$ cat src/rtl/uart_pkg.sv
// Shared UART definitions: FSM state encoding, oversampling ratio, default baud divisor.
// The receive state encoding matches the transmit block so both can be debugged the same way.
package uart_pkg;

  typedef enum logic [1:0] {
    RX_IDLE  = 2'd0,
    RX_START = 2'd1,
    RX_DATA  = 2'd2,
    RX_STOP  = 2'd3
  } rx_state_e;

  localparam int OVERSAMPLE = 16;

  // 50 MHz / 115200 baud / 16 ticks per bit
  localparam int CLKS_PER_SAMPLE_DEF = 27;

  function automatic logic majority3(input logic a, input logic b, input logic c);
    return (a & b) | (a & c) | (b & c);
  endfunction

endpackage

$ cat src/rtl/uart_sample_tick.sv
// Oversample tick generator: counts clk cycles while enabled and pulses tick once per sample period.
// The count is held at zero while disabled, so every frame starts from a clean phase.
module uart_sample_tick #(
  parameter int CLKS_PER_SAMPLE = 27
) (
  input  logic clk,
  input  logic rst,
  input  logic en,
  output logic tick
);

  localparam int CNT_W = $clog2(CLKS_PER_SAMPLE);
  localparam logic [CNT_W-1:0] LAST = CNT_W'(CLKS_PER_SAMPLE - 1);

  logic [CNT_W-1:0] count;

  // NOTE: sequential state is always assigned with <= so every flop samples pre-edge values.
  always_ff @(posedge clk) begin
    if (rst || !en) begin
      count <= '0;
    end else if (count == LAST) begin
      count <= '0;
    end else begin
      count <= count + CNT_W'(1);
    end
  end

  assign tick = (count == LAST);

endmodule

$ cat src/rtl/receiver.sv
// UART 8N1 receiver with 16x oversampling and 3-sample majority vote at mid-bit.
// Emits a one-cycle valid pulse per good byte and a frame_err pulse per bad stop bit.
module receiver
  import uart_pkg::*;
#(
  parameter int CLKS_PER_SAMPLE = CLKS_PER_SAMPLE_DEF,
  parameter int OVERSAMPLE      = uart_pkg::OVERSAMPLE
) (
  input  logic       clk,
  input  logic       rst,
  input  logic       rx,
  output logic [7:0] out,
  output logic       valid,
  output logic       frame_err,
  output logic       busy
);

  localparam logic [3:0] SAMP_LAST = 4'(OVERSAMPLE - 1);
  localparam logic [3:0] SAMP_A    = 4'(OVERSAMPLE / 2 - 1);
  localparam logic [3:0] SAMP_B    = 4'(OVERSAMPLE / 2);
  localparam logic [3:0] SAMP_C    = 4'(OVERSAMPLE / 2 + 1);

  rx_state_e  state, next_state;
  logic       rx_meta, rx_s;
  logic       armed;
  logic       tick;
  logic [3:0] samp_idx;
  logic [2:0] bit_idx;
  logic       samp_a, samp_b, samp_c;
  logic       bit_val;
  logic [7:0] shift_reg;
  logic       valid_d, frame_err_d;

  always_ff @(posedge clk) begin
    if (rst) begin
      rx_meta <= 1'b1;
      rx_s    <= 1'b1;
    end else begin
      rx_meta <= rx;
      rx_s    <= rx_meta;
    end
  end

  uart_sample_tick #(
    .CLKS_PER_SAMPLE(CLKS_PER_SAMPLE)
  ) u_tick (
    .clk (clk),
    .rst (rst),
    .en  (state != RX_IDLE),
    .tick(tick)
  );

  // The stop bit is decided on its last sample tick, so the live line stands in for the third sample.
  assign bit_val = majority3(samp_a, samp_b, (samp_idx == SAMP_C) ? rx_s : samp_c);

  // NOTE: every always_comb output gets a default first so no path leaves it unassigned (no latches).
  always_comb begin
    next_state  = state;
    valid_d     = 1'b0;
    frame_err_d = 1'b0;
    case (state)
      RX_IDLE: begin
        if (armed && !rx_s) next_state = RX_START;
      end
      RX_START: begin
        if (tick && samp_idx == SAMP_LAST) next_state = bit_val ? RX_IDLE : RX_DATA;
      end
      RX_DATA: begin
        if (tick && samp_idx == SAMP_LAST && bit_idx == 3'd7) next_state = RX_STOP;
      end
      RX_STOP: begin
        if (tick && samp_idx == SAMP_C) begin
          next_state  = RX_IDLE;
          valid_d     = bit_val;
          frame_err_d = !bit_val;
        end
      end
      default: next_state = RX_IDLE;
    endcase
  end

  always_ff @(posedge clk) begin
    if (rst) state <= RX_IDLE;
    else     state <= next_state;
  end

  // Only a high line re-arms start detection, so a held break cannot retrigger frames.
  always_ff @(posedge clk) begin
    if (rst) begin
      armed <= 1'b0;
    end else if (state == RX_IDLE) begin
      if (next_state == RX_START) armed <= 1'b0;
      else if (rx_s)              armed <= 1'b1;
    end
  end

  always_ff @(posedge clk) begin
    if (rst || state == RX_IDLE) begin
      samp_idx <= '0;
    end else if (tick) begin
      samp_idx <= samp_idx + 4'd1;
    end
  end

  always_ff @(posedge clk) begin
    if (rst) begin
      samp_a <= 1'b1;
      samp_b <= 1'b1;
      samp_c <= 1'b1;
    end else if (tick) begin
      if (samp_idx == SAMP_A) samp_a <= rx_s;
      if (samp_idx == SAMP_B) samp_b <= rx_s;
      if (samp_idx == SAMP_C) samp_c <= rx_s;
    end
  end

  always_ff @(posedge clk) begin
    if (rst) begin
      bit_idx   <= '0;
      shift_reg <= '0;
    end else if (state == RX_START && next_state == RX_DATA) begin
      bit_idx <= '0;
    end else if (state == RX_DATA && tick && samp_idx == SAMP_LAST) begin
      shift_reg <= {bit_val, shift_reg[7:1]};
      bit_idx   <= bit_idx + 3'd1;
    end
  end

  always_ff @(posedge clk) begin
    if (rst) begin
      out       <= 8'h00;
      valid     <= 1'b0;
      frame_err <= 1'b0;
    end else begin
      valid     <= valid_d;
      frame_err <= frame_err_d;
      if (valid_d) out <= shift_reg;
    end
  end

  assign busy = (state != RX_IDLE);

endmodule

$ cat config.mk
export PLATFORM = sky130hd
export DESIGN_NAME = receiver
export DESIGN_NICKNAME = d
export VERILOG_FILES = /design/src/rtl/uart_pkg.sv /design/src/rtl/uart_sample_tick.sv /design/src/rtl/receiver.sv
export SDC_FILE = /design/constraint.sdc
export NUM_CORES = 1
export LEC_CHECK = 0
export BUFFER_PORTS_ARGS = -buffer_cell sky130_fd_sc_hd__buf_4
export CORE_MARGIN = 2
export CORE_UTILIZATION = 58
export DETAILED_ROUTE_END_ITERATION = 12
export GPL_ROUTABILITY_DRIVEN = 1
export PLACE_DENSITY_LB_ADDON = 0.3
export SETUP_SLACK_MARGIN = 0.3
export SYNTH_ARGS = -nofsm -noshare
export SYNTH_HDL_FRONTEND = slang
export SYNTH_SLANG_ARGS = --single-unit
$ cat constraint.sdc
create_clock -name clk -period 2.5 [get_ports clk]
set_input_delay 0.625 -clock clk [delete_from_list [all_inputs] [get_ports clk]]
set_output_delay 0.625 -clock clk [all_outputs]
set_load 0.03 [all_outputs]
==> flow_summary_export.csv, run 1 <==
group,metric,value,unit
run_status,status,"finished, final reports clean",
grt,grt_start_max_net_pins,40,
detailed_routing,route.detailed.drc,0,
timing,tightest_slew,0.355,ns
job,cap_violations,0,
floorplan,fp.dieH,58.2,um
floorplan,start_util,61.2,%
floorplan,die-area,3390,sq um
grt,grtUsageMet1,21.7,%
yosys,netlist_area,1700,sq um
yosys,syn-num-nets,185,
worst_setup_path,crit_fanout,7,
clocking,cts_hold_buf,0,
timing,setup_viol,0,
detailed_routing,final_antenna_net_count,0,
cells_and_area,multi_input_area,876,sq um
worst_setup_path,crit_buf_inv,1,
yosys,ys_seq_area_share,44.7,%
yosys,ys_ff_latch,38,
cells_and_area,drive_above_1_share,17.9,%
worst_setup_path,crit_type,"register to register",
detailed_routing,firstDrtPassIters,4,
timing,fin_setup_tns,0,ns
timing,drv_slew,0,
cells_and_area,mostFrequentLayoutCell,"dfxtp_1",
worst_setup_path,crit_start,"samp_idx[0]$_SDFFE_PP0P_",
grt,grt_pass1_vias,1106,
grt,grt_usage,19.1,%
grt,antenna_found_initial,0,
worst_setup_path,worst_setup_path_start_kind,"register",
detailed_routing,vias,1207,
grt,grt-ovfl-total,0,
hold_path,hold_depth,1,
grt,grt_util_met3,8.48,%
timing,period_minus_slack,2.03,ns
clocking,htreeDepth,2,
worst_setup_path,crit_arrival,2.32,ns
detailed_routing,drt_iter0_drc,25,
detailed_routing,wl_per_cell,13.1,um
grt,top_usage_layer,"met2",
floorplan,rows,19,
cells_and_area,fin_util,68.1,%
worst_setup_path,reg2reg_slack,0.47,ns
yosys,synth_area_per_cell,9.73,sq um
clocking,root_buffer,"clkbuf_4",
place,port_buffers,13,
clocking,clockBufferDepth,2,
cells_and_area,insertedDiodeCount,0,
timing,finalWorstSetupSlack,0.466,ns
clocking,worstSkewPairLatency,0.35,ns
clocking,cts_buffers,5,
floorplan,die_x,58.2,um
worst_setup_path,slowest_delay,0.43,ns
clocking,clk_pin_slew,0.12,ns
cells_and_area,area_delta_synth_final,11.2,%
power,p_per_area,518,nW/um^2
timing,rsz0062_at_grt,"no",
cells_and_area,layout.nets,199,
worst_setup_path,reg2reg_to,"out[0]$_SDFFE_PP0P_",
clocking,cts_tree,"yes",
floorplan,core_area,2780,sq um
cells_and_area,fillers,212,
timing,finalHoldViolCount,0,
detailed_routing,viasPerCell,5.46,
yosys,ys.flop_type,"dfxtp_1",
timing,whs,0.428,ns
floorplan,ioPinCount,14,
hold_path,min_path_type,"register to register",
power,leakage,0.732,nW
hold_path,holdPathEnd,"rx_s$_SDFF_PP1_",
clocking,ctsResizeCount,0,
yosys,synth-edff-count,0,
clocking,cts_sinks,38,
worst_setup_path,cp_cell_sequence,"ha_1 -> and3b_1 -> mux2_4 -> o32ai_4 -> buf_12 -> mux2i_1",
yosys,yosys_warnings,0,
timing,slew_headroom,76.3,%
hold_path,hp-start,"rx_meta$_SDFF_PP1_",
worst_setup_path,cp_num_cells,6,
yosys,synthArstFlopShare,0,%
worst_setup_path,slowest_stage,"dfxtp_1",
worst_setup_path,r2r-start,"samp_idx[0]$_SDFFE_PP0P_",
worst_setup_path,critPathTopFamily,"multiplexers",
yosys,synthCells,175,
timing,skew,0.00534,ns
worst_setup_path,end_kind,"register",
timing,max_clock_freq,492,MHz
yosys,synthDistinctLibCells,37,
grt,grt_pass1_wl,4770,um
timing,finalCritPeriodShare,81.4,%
place,hpwl,2030,um
cells_and_area,seqCellArea,761,sq um
power,peakVddDrop,0.520,mV
cells_and_area,final_cell_mix,"38 x dfxtp_1, 18 x nor2_1, 18 x mux2i_1, 18 x nand2b_1, 15 x buf_4",
place,gp_congestion,0.802,
place,dp_slack,0.404,ns
grt,met2_usage,31.7,%
worst_setup_path,required,2.79,ns
detailed_routing,drt_wl_total,2890,um
worst_setup_path,reg2regPathDepth,6,
[repair_timing]
item	in CTS	in global routing
endpoints found under the setup margin	0	8
hold endpoints to repair	0	0
buffers inserted	0	1
[cell type report]
class,instances,share of cell area (%)
clock inverters,2,0.661
clock buffers,6,2.71
flip-flops and latches,38,40.2
repair buffers,16,7.00
multi-input cells,122,46.2
inverters,6,1.19
well taps,31,2.05
[per-stage QoR]
stage / total power, mW / std cells / instance area (sq um)
floorplan: 0.643 / 175 / 1700
global placement: 0.648 / 212 / 1810
CTS: 0.984 / 220 / 1870
finish: 0.981 / 221 / 1890
detailed placement: 0.649 / 212 / 1810
global route: 1.01 / 221 / 1890
[worst max-delay path by stage]
stage,endpoint,slack (ns)
5_1_grt,out[0]$_SDFFE_PP0P_,0.38
4_1_cts,out[0]$_SDFFE_PP0P_,0.38
6_report,out[0]$_SDFFE_PP0P_,0.47
2_1_floorplan,out[0]$_SDFFE_PP0P_,0.57
3_3_place_gp,out[7]$_SDFFE_PP0P_,0.50
3_5_place_dp,out[0]$_SDFFE_PP0P_,0.40
[where the power goes]
part	switching, mW	internal [mW]
combinational	0.0123	0.0104
clock	0.211	0.135
sequential	0.00334	0.609
[synth_stat cells (4+ instances only)]
cell / instances / area share, %
nand2b_1: 18 / 6.6
xor2_1: 4 / 2.1
inv_1: 6 / 1.3
clkbuf_1: 6 / 1.3
a21oi_1: 8 / 2.4
nand3_1: 5 / 1.5
dfxtp_1: 38 / 45
mux2i_1: 18 / 11
nand2_1: 12 / 2.6
nor3_1: 4 / 1.2
nor2_1: 18 / 4.0
ha_1: 7 / 5.1
[logic make-up (layout without fill, tap and decap cells)]
group                    count (synthesis)  count (layout)  share of synthesized area (%)
buffers and inverters                   15              30                           3.89
AND/OR/NAND/NOR                         73              73                           23.6
multiplexers                            20              20                           12.1
flip-flops                              38              38                           44.7
XOR/XNOR                                 6               6                           3.09
adder cells (fa/ha/maj)                  7               7                           5.14
AO/OA/AOI/OAI                           16              16                           7.50
[metal layers]
metal | share of wire, % | wire length [um] | vias to the layer above
li1 | - | - | 624
met1 | 48 | 1380 | 564
met2 | 47 | 1360 | 14
met3 | 4.1 | 119 | 5
met4 | 1.3 | 38 | 0
met5 | 0 | 0 | -
No activity file was read; power rests on OpenSTA's default activity.
==> run 2, diff against run 1 <==
- CORE_UTILIZATION: 58 -> 52
- clock period: 2.5 -> 1.8 ns (I/O delays scaled with it)
==> run 2 against run 1 <==
Net effect:
- non-clock buffer count is 23 higher
- wire length grew 29%
- sequential power increased by 38%
- via count rose by 12%
- clock-buffer cell count stayed put
- core utilization increased by 4.7 points
- register-to-register slack got worse by 0.46 ns
- combinational power grew 84%
- first-iteration DRC count up 120%
- hold slack lost 0.15 ns
- critical endpoint is now state[1]$_SDFF_PP0_
==> flow_summary_export.csv, run 2 (synthesis results as in run 1) <==
group,metric,value,unit
run_status,status,"finished, final reports clean",
timing,whs,0.282,ns
cells_and_area,final_cell_mix,"32 x dfxtp_1, 32 x buf_4, 18 x nand2b_1",
clocking,cts_tree,"yes",
timing,period_minus_slack,1.79,ns
grt,top_usage_layer,"met2",
clocking,htreeDepth,2,
grt,grt_usage,21.1,%
clocking,clk_pin_slew,0.11,ns
grt,antenna_found_initial,0,
detailed_routing,viasPerCell,5.29,
worst_setup_path,crit_fanout,4,
detailed_routing,vias,1355,
hold_path,min_path_type,"input pin to register",
timing,finalCritPeriodShare,99.5,%
power,p_per_area,664,nW/um^2
worst_setup_path,slowest_stage,"dfxtp_2",
power,leakage,0.881,nW
cells_and_area,area_delta_synth_final,31.6,%
floorplan,rows,20,
grt,met2_usage,35.0,%
detailed_routing,wl_per_cell,14.5,um
power,power,1.49,mW
detailed_routing,final_antenna_net_count,0,
timing,fin_setup_tns,0,ns
worst_setup_path,critPathTopFamily,"compound AO/OA/AOI/OAI gates",
timing,rsz0062_at_grt,"yes",
detailed_routing,firstDrtPassIters,4,
grt,grt_pass1_vias,1248,
worst_setup_path,cp_cell_sequence,"inv_2 -> ha_4 -> and3b_2 -> mux2_4 -> buf_4 -> o211a_4 -> o21ba_2",
clocking,cts_sinks,38,
cells_and_area,seqCellArea,776,sq um
detailed_routing,drt_wl_total,3720,um
timing,slew_headroom,77.2,%
cells_and_area,fin_util,72.8,%
worst_setup_path,crit_type,"register to register",
floorplan,die_x,61.2,um
cells_and_area,drive_above_1_share,39.6,%
cells_and_area,multi_input_area,978,sq um
cells_and_area,layout.nets,222,
floorplan,start_util,55.3,%
grt,grtUsageMet1,25.3,%
floorplan,ioPinCount,14,
place,gp_congestion,0.827,
clocking,clockBufferDepth,2,
grt,grt_start_max_net_pins,40,
floorplan,core_area,3080,sq um
grt,grt-ovfl-total,0,
detailed_routing,drt_iter0_drc,54,
clocking,cts_buffers,5,
worst_setup_path,worst_setup_path_start_kind,"register",
timing,skew,0.0112,ns
place,hpwl,2240,um
worst_setup_path,slowest_delay,0.36,ns
timing,max_clock_freq,558,MHz
clocking,root_buffer,"clkbuf_4",
worst_setup_path,crit_buf_inv,2,
floorplan,fp.dieH,61.2,um
detailed_routing,route.detailed.drc,0,
timing,finalHoldViolCount,0,
worst_setup_path,crit_arrival,2.05,ns
place,port_buffers,13,
cells_and_area,insertedDiodeCount,0,
job,cap_violations,0,
floorplan,die-area,3750,sq um
grt,grt_pass1_wl,5680,um
clocking,worstSkewPairLatency,0.36,ns
power,peakVddDrop,0.538,mV
timing,tightest_slew,0.340,ns
worst_setup_path,required,2.06,ns
timing,drv_slew,0,
timing,setup_viol,0,
worst_setup_path,end_kind,"register",
grt,grt_util_met3,6.51,%
cells_and_area,fillers,225,
-- run 2: cell types whose count changed in the layout (fill, tap and decap cells not counted), sizes merged --
cell      before  now
bufinv         0    1
clkinv         1    0
clkinvlp       1    0
buf           16   39
-- run 2: metal layers --
metal | wire length (um) | share of wire [%]
met1 | 1630 | 44
met2 | 1840 | 49
met3 | 169 | 4.5
met4 | 85 | 2.3
met5 | 0 | 0
-- run 2: cell type report --
class / instances / share of cell area, %
clock inverter: 1 / 1.34
timing repair buffer: 39 / 14.6
sequential: 38 / 34.6
inverter: 6 / 1.01
tap: 44 / 2.46
multi-input combinational: 122 / 43.7
clock buffer: 6 / 2.29
-- run 2: path summary, 6_finish.rpt --
| path | start | cells after the start | endpoint | slack, ns |
|---|---|---|---|---|
| hold reg to reg | rx_meta$_SDFF_PP1_ | 1 | rx_s$_SDFF_PP1_ | 0.43 |
| setup reg to reg | samp_idx[1]$_SDFFE_PP0P_ | 7 | state[1]$_SDFF_PP0_ | 0.008 |
| hold / removal | rx | 2 | rx_meta$_SDFF_PP1_ | 0.28 |
| setup / recovery | samp_idx[1]$_SDFFE_PP0P_ | 7 | state[1]$_SDFF_PP0_ | 0.008 |
-- run 2: metrics by stage --
step,area (sq um),worst slack [ns],cells
6_report,2240,0.00833,256
3_3_place_gp,1900,0.0297,231
2_1_floorplan,1730,-0.0206,175
4_1_cts,2140,0.00975,249
3_5_place_dp,1900,-0.0271,231
5_1_grt,2240,-0.0547,256
-- run 2: worst register-to-register path: stages, from the launching register on --
cell and delay (ns):
dfxtp_2 0.36, inv_2 0.06, ha_4 0.14, and3b_2 0.23
mux2_4 0.32, buf_4 0.15, o211a_4 0.24, o21ba_2 0.21
-- run 2: report_power, final --
group	internal (mW)	switching [mW]	total [mW]
clock	0.323	0.279	0.602
combinational	0.0190	0.0227	0.0417
sequential	0.842	0.00396	0.846
total	1.18	0.305	1.49
-- run 2: timing repair --
item	in CTS	in global routing
hold buffers	0	0
setup endpoints to repair	33	33
setup buffers	10	6
resized for setup	26	13
cloned	1	1
pin swaps	11	7
==> run 3, diff against run 2 <==
--- a/config.mk
+++ b/config.mk
@@ -9,3 +9,3 @@
 export CORE_MARGIN = 2
-export CORE_UTILIZATION = 52
+export CORE_UTILIZATION = 50
 export DETAILED_ROUTE_END_ITERATION = 12
==> constraint.sdc (replaced) <==
create_clock -name clk -period 1.8 [get_ports clk]
set_input_delay 0.09 -clock clk [delete_from_list [all_inputs] [get_ports clk]]
set_output_delay 0.09 -clock clk [all_outputs]
set_load 0.03 [all_outputs]
==> run 3 against run 2 <==
Net effect:
- the run now ends with negative setup slack left
- register-to-register slack worse by 0.04 ns
- via count grew 4.6%
- final area grew 4.5%
- critical endpoint is now shift_reg[5]$_SDFFE_PP0P_
==> flow_summary_export.csv, run 3 (synthesis results as in run 1) <==
group,metric,value,unit
grt,grt_start_max_net_pins,40,
power,peakVddDrop,0.393,mV
clocking,clockBufferDepth,2,
worst_setup_path,required,2.04,ns
grt,antenna_found_initial,0,
cells_and_area,insertedDiodeCount,0,
worst_setup_path,slowest_delay,0.36,ns
place,gp_congestion,0.882,
cells_and_area,area_delta_synth_final,37.5,%
detailed_routing,drt_wl_total,3960,um
clocking,cts_sinks,38,
floorplan,rows,21,
clocking,cts_buffers,5,
timing,slew_headroom,75.6,%
cells_and_area,mostFrequentLayoutCell,"dfxtp_1",
clocking,root_buffer,"clkbuf_4",
detailed_routing,vias,1418,
worst_setup_path,worst_setup_path_start_kind,"register",
cells_and_area,layout.nets,226,
clocking,htreeDepth,2,
floorplan,start_util,51.4,%
floorplan,die_x,62.4,um
grt,grt_pass1_vias,1365,
floorplan,ioPinCount,14,
hold_path,min_path_type,"input pin to register",
floorplan,core_area,3310,sq um
worst_setup_path,critPathMostFrequentCell,"buf_4",
detailed_routing,route.detailed.drc,0,
cells_and_area,final_cell_mix,"34 x dfxtp_1, 32 x buf_4, 18 x mux2i_1, 18 x nand2b_1, 13 x nor2_1",
grt,grt_pass1_wl,6230,um
detailed_routing,firstDrtPassIters,4,
cells_and_area,fin_util,70.7,%
clocking,worstSkewPairLatency,0.36,ns
run_status,status,"finished with violations",
worst_setup_path,crit_type,"register to register",
job,cap_violations,0,
timing,max_clock_freq,545,MHz
timing,period_minus_slack,1.83,ns
timing,setup_viol,2,
grt,grt_usage,20.3,%
timing,skew,0.0145,ns
place,hpwl,2120,um
clocking,clk_pin_slew,0.12,ns
cells_and_area,drive_above_1_share,41.9,%
worst_setup_path,cp_cell_sequence,"buf_4 -> buf_6 -> ha_4 -> and3_4 -> nor4b_4 -> buf_4 -> clkbuf_16 -> mux2i_1 -> nor2_1",
cells_and_area,final_area,2340,sq um
power,power,1.37,mW
detailed_routing,viasPerCell,5.39,
place,dpl_cell_area,1910,sq um
run_status,violations,"negative setup slack",
place,port_buffers,13,
timing,tightest_slew,0.366,ns
detailed_routing,drt_iter0_drc,32,
timing,finalCritPeriodShare,102,%
grt,grt-ovfl-total,0,
worst_setup_path,crit_arrival,2.08,ns
timing,finalWorstSetupSlack,-0.0341,ns
floorplan,fp.dieH,62.4,um
worst_setup_path,slowest_stage,"dfxtp_2",
floorplan,die-area,3890,sq um
detailed_routing,final_antenna_net_count,0,
timing,rsz0062_at_grt,"yes",
detailed_routing,wl_per_cell,15.1,um
worst_setup_path,crit_fanout,6,
power,p_per_area,584,nW/um^2
worst_setup_path,end_kind,"register",
timing,drv_slew,0,
clocking,cts_tree,"yes",
power,leakage,0.912,nW
timing,finalHoldViolCount,0,
## run 3: area by class of cell
type	count	area [sq um]
Clock inverter	2	12.5
Clock buffer	6	51.3
Tap cell	46	57.6
Timing Repair Buffer	43	388
Sequential cell	38	768
Multi-Input combinational cell	122	1040
Fill cell	240	968
Inverter	6	22.5
## run 3: worst max-delay path, delay by kind of cell, from the launching register on
family	cells	cell delay [ns]
buffers and inverters	4	0.53
AND/OR/NAND/NOR	3	0.50
flip-flops	1	0.36
multiplexers	1	0.22
adder cells (fa/ha/maj)	1	0.12
## run 3: worst paths after layout
path,from,end,slack (ns),cells after the start
setup reg to reg,samp_idx[1]$_SDFFE_PP0P_,shift_reg[5]$_SDFFE_PP0P_,-0.03,9
hold / removal,rst,shift_reg[0]$_SDFFE_PP0P_,0.13,2
hold reg to reg,rx_meta$_SDFF_PP1_,rx_s$_SDFF_PP1_,0.42,1
setup / recovery,samp_idx[1]$_SDFFE_PP0P_,shift_reg[5]$_SDFFE_PP0P_,-0.03,9
## run 3: layer usage
layer / share of wire, % / GRT usage, % / routed length, um
met1: 44 / 25.4 / 1740
met2: 49 / 33.2 / 1930
met3: 4.0 / 5.07 / 158
met4: 3.3 / 9.44 / 129
met5: 0 / 0 / 0
## run 3: per-stage QoR
| stage | hold WS, ns | worst slack, ns | cells | TNS [ns] |
|---|---|---|---|---|
| after floorplan | 0.194 | -0.0206 | 175 | -0.165 |
| after global placement | 0.280 | 0.0269 | 233 | 0 |
| after detailed placement | 0.283 | -0.0345 | 233 | -0.0345 |
| after CTS | 0.110 | 0.0324 | 252 | 0 |
| after global routing | 0.133 | -0.111 | 263 | -0.818 |
| final | 0.128 | -0.0341 | 263 | -0.0532 |
## run 3: what timing repair did
action,CTS,global route
endpoints found under the setup margin,31,31
hold endpoints to repair,1,0
cloned,1,1
pin swaps,8,9
buffers inserted,9,10
hold buffers,1,0
resized for setup,19,24
## run 3: where the power goes
group	internal [mW]	switching (mW)	leakage (nW)
Sequential	0.844	0.00495	0.309
Combinational	0.0191	0.0221	0.569
Clock	0.188	0.289	0.0343
Total	1.05	0.316	0.912
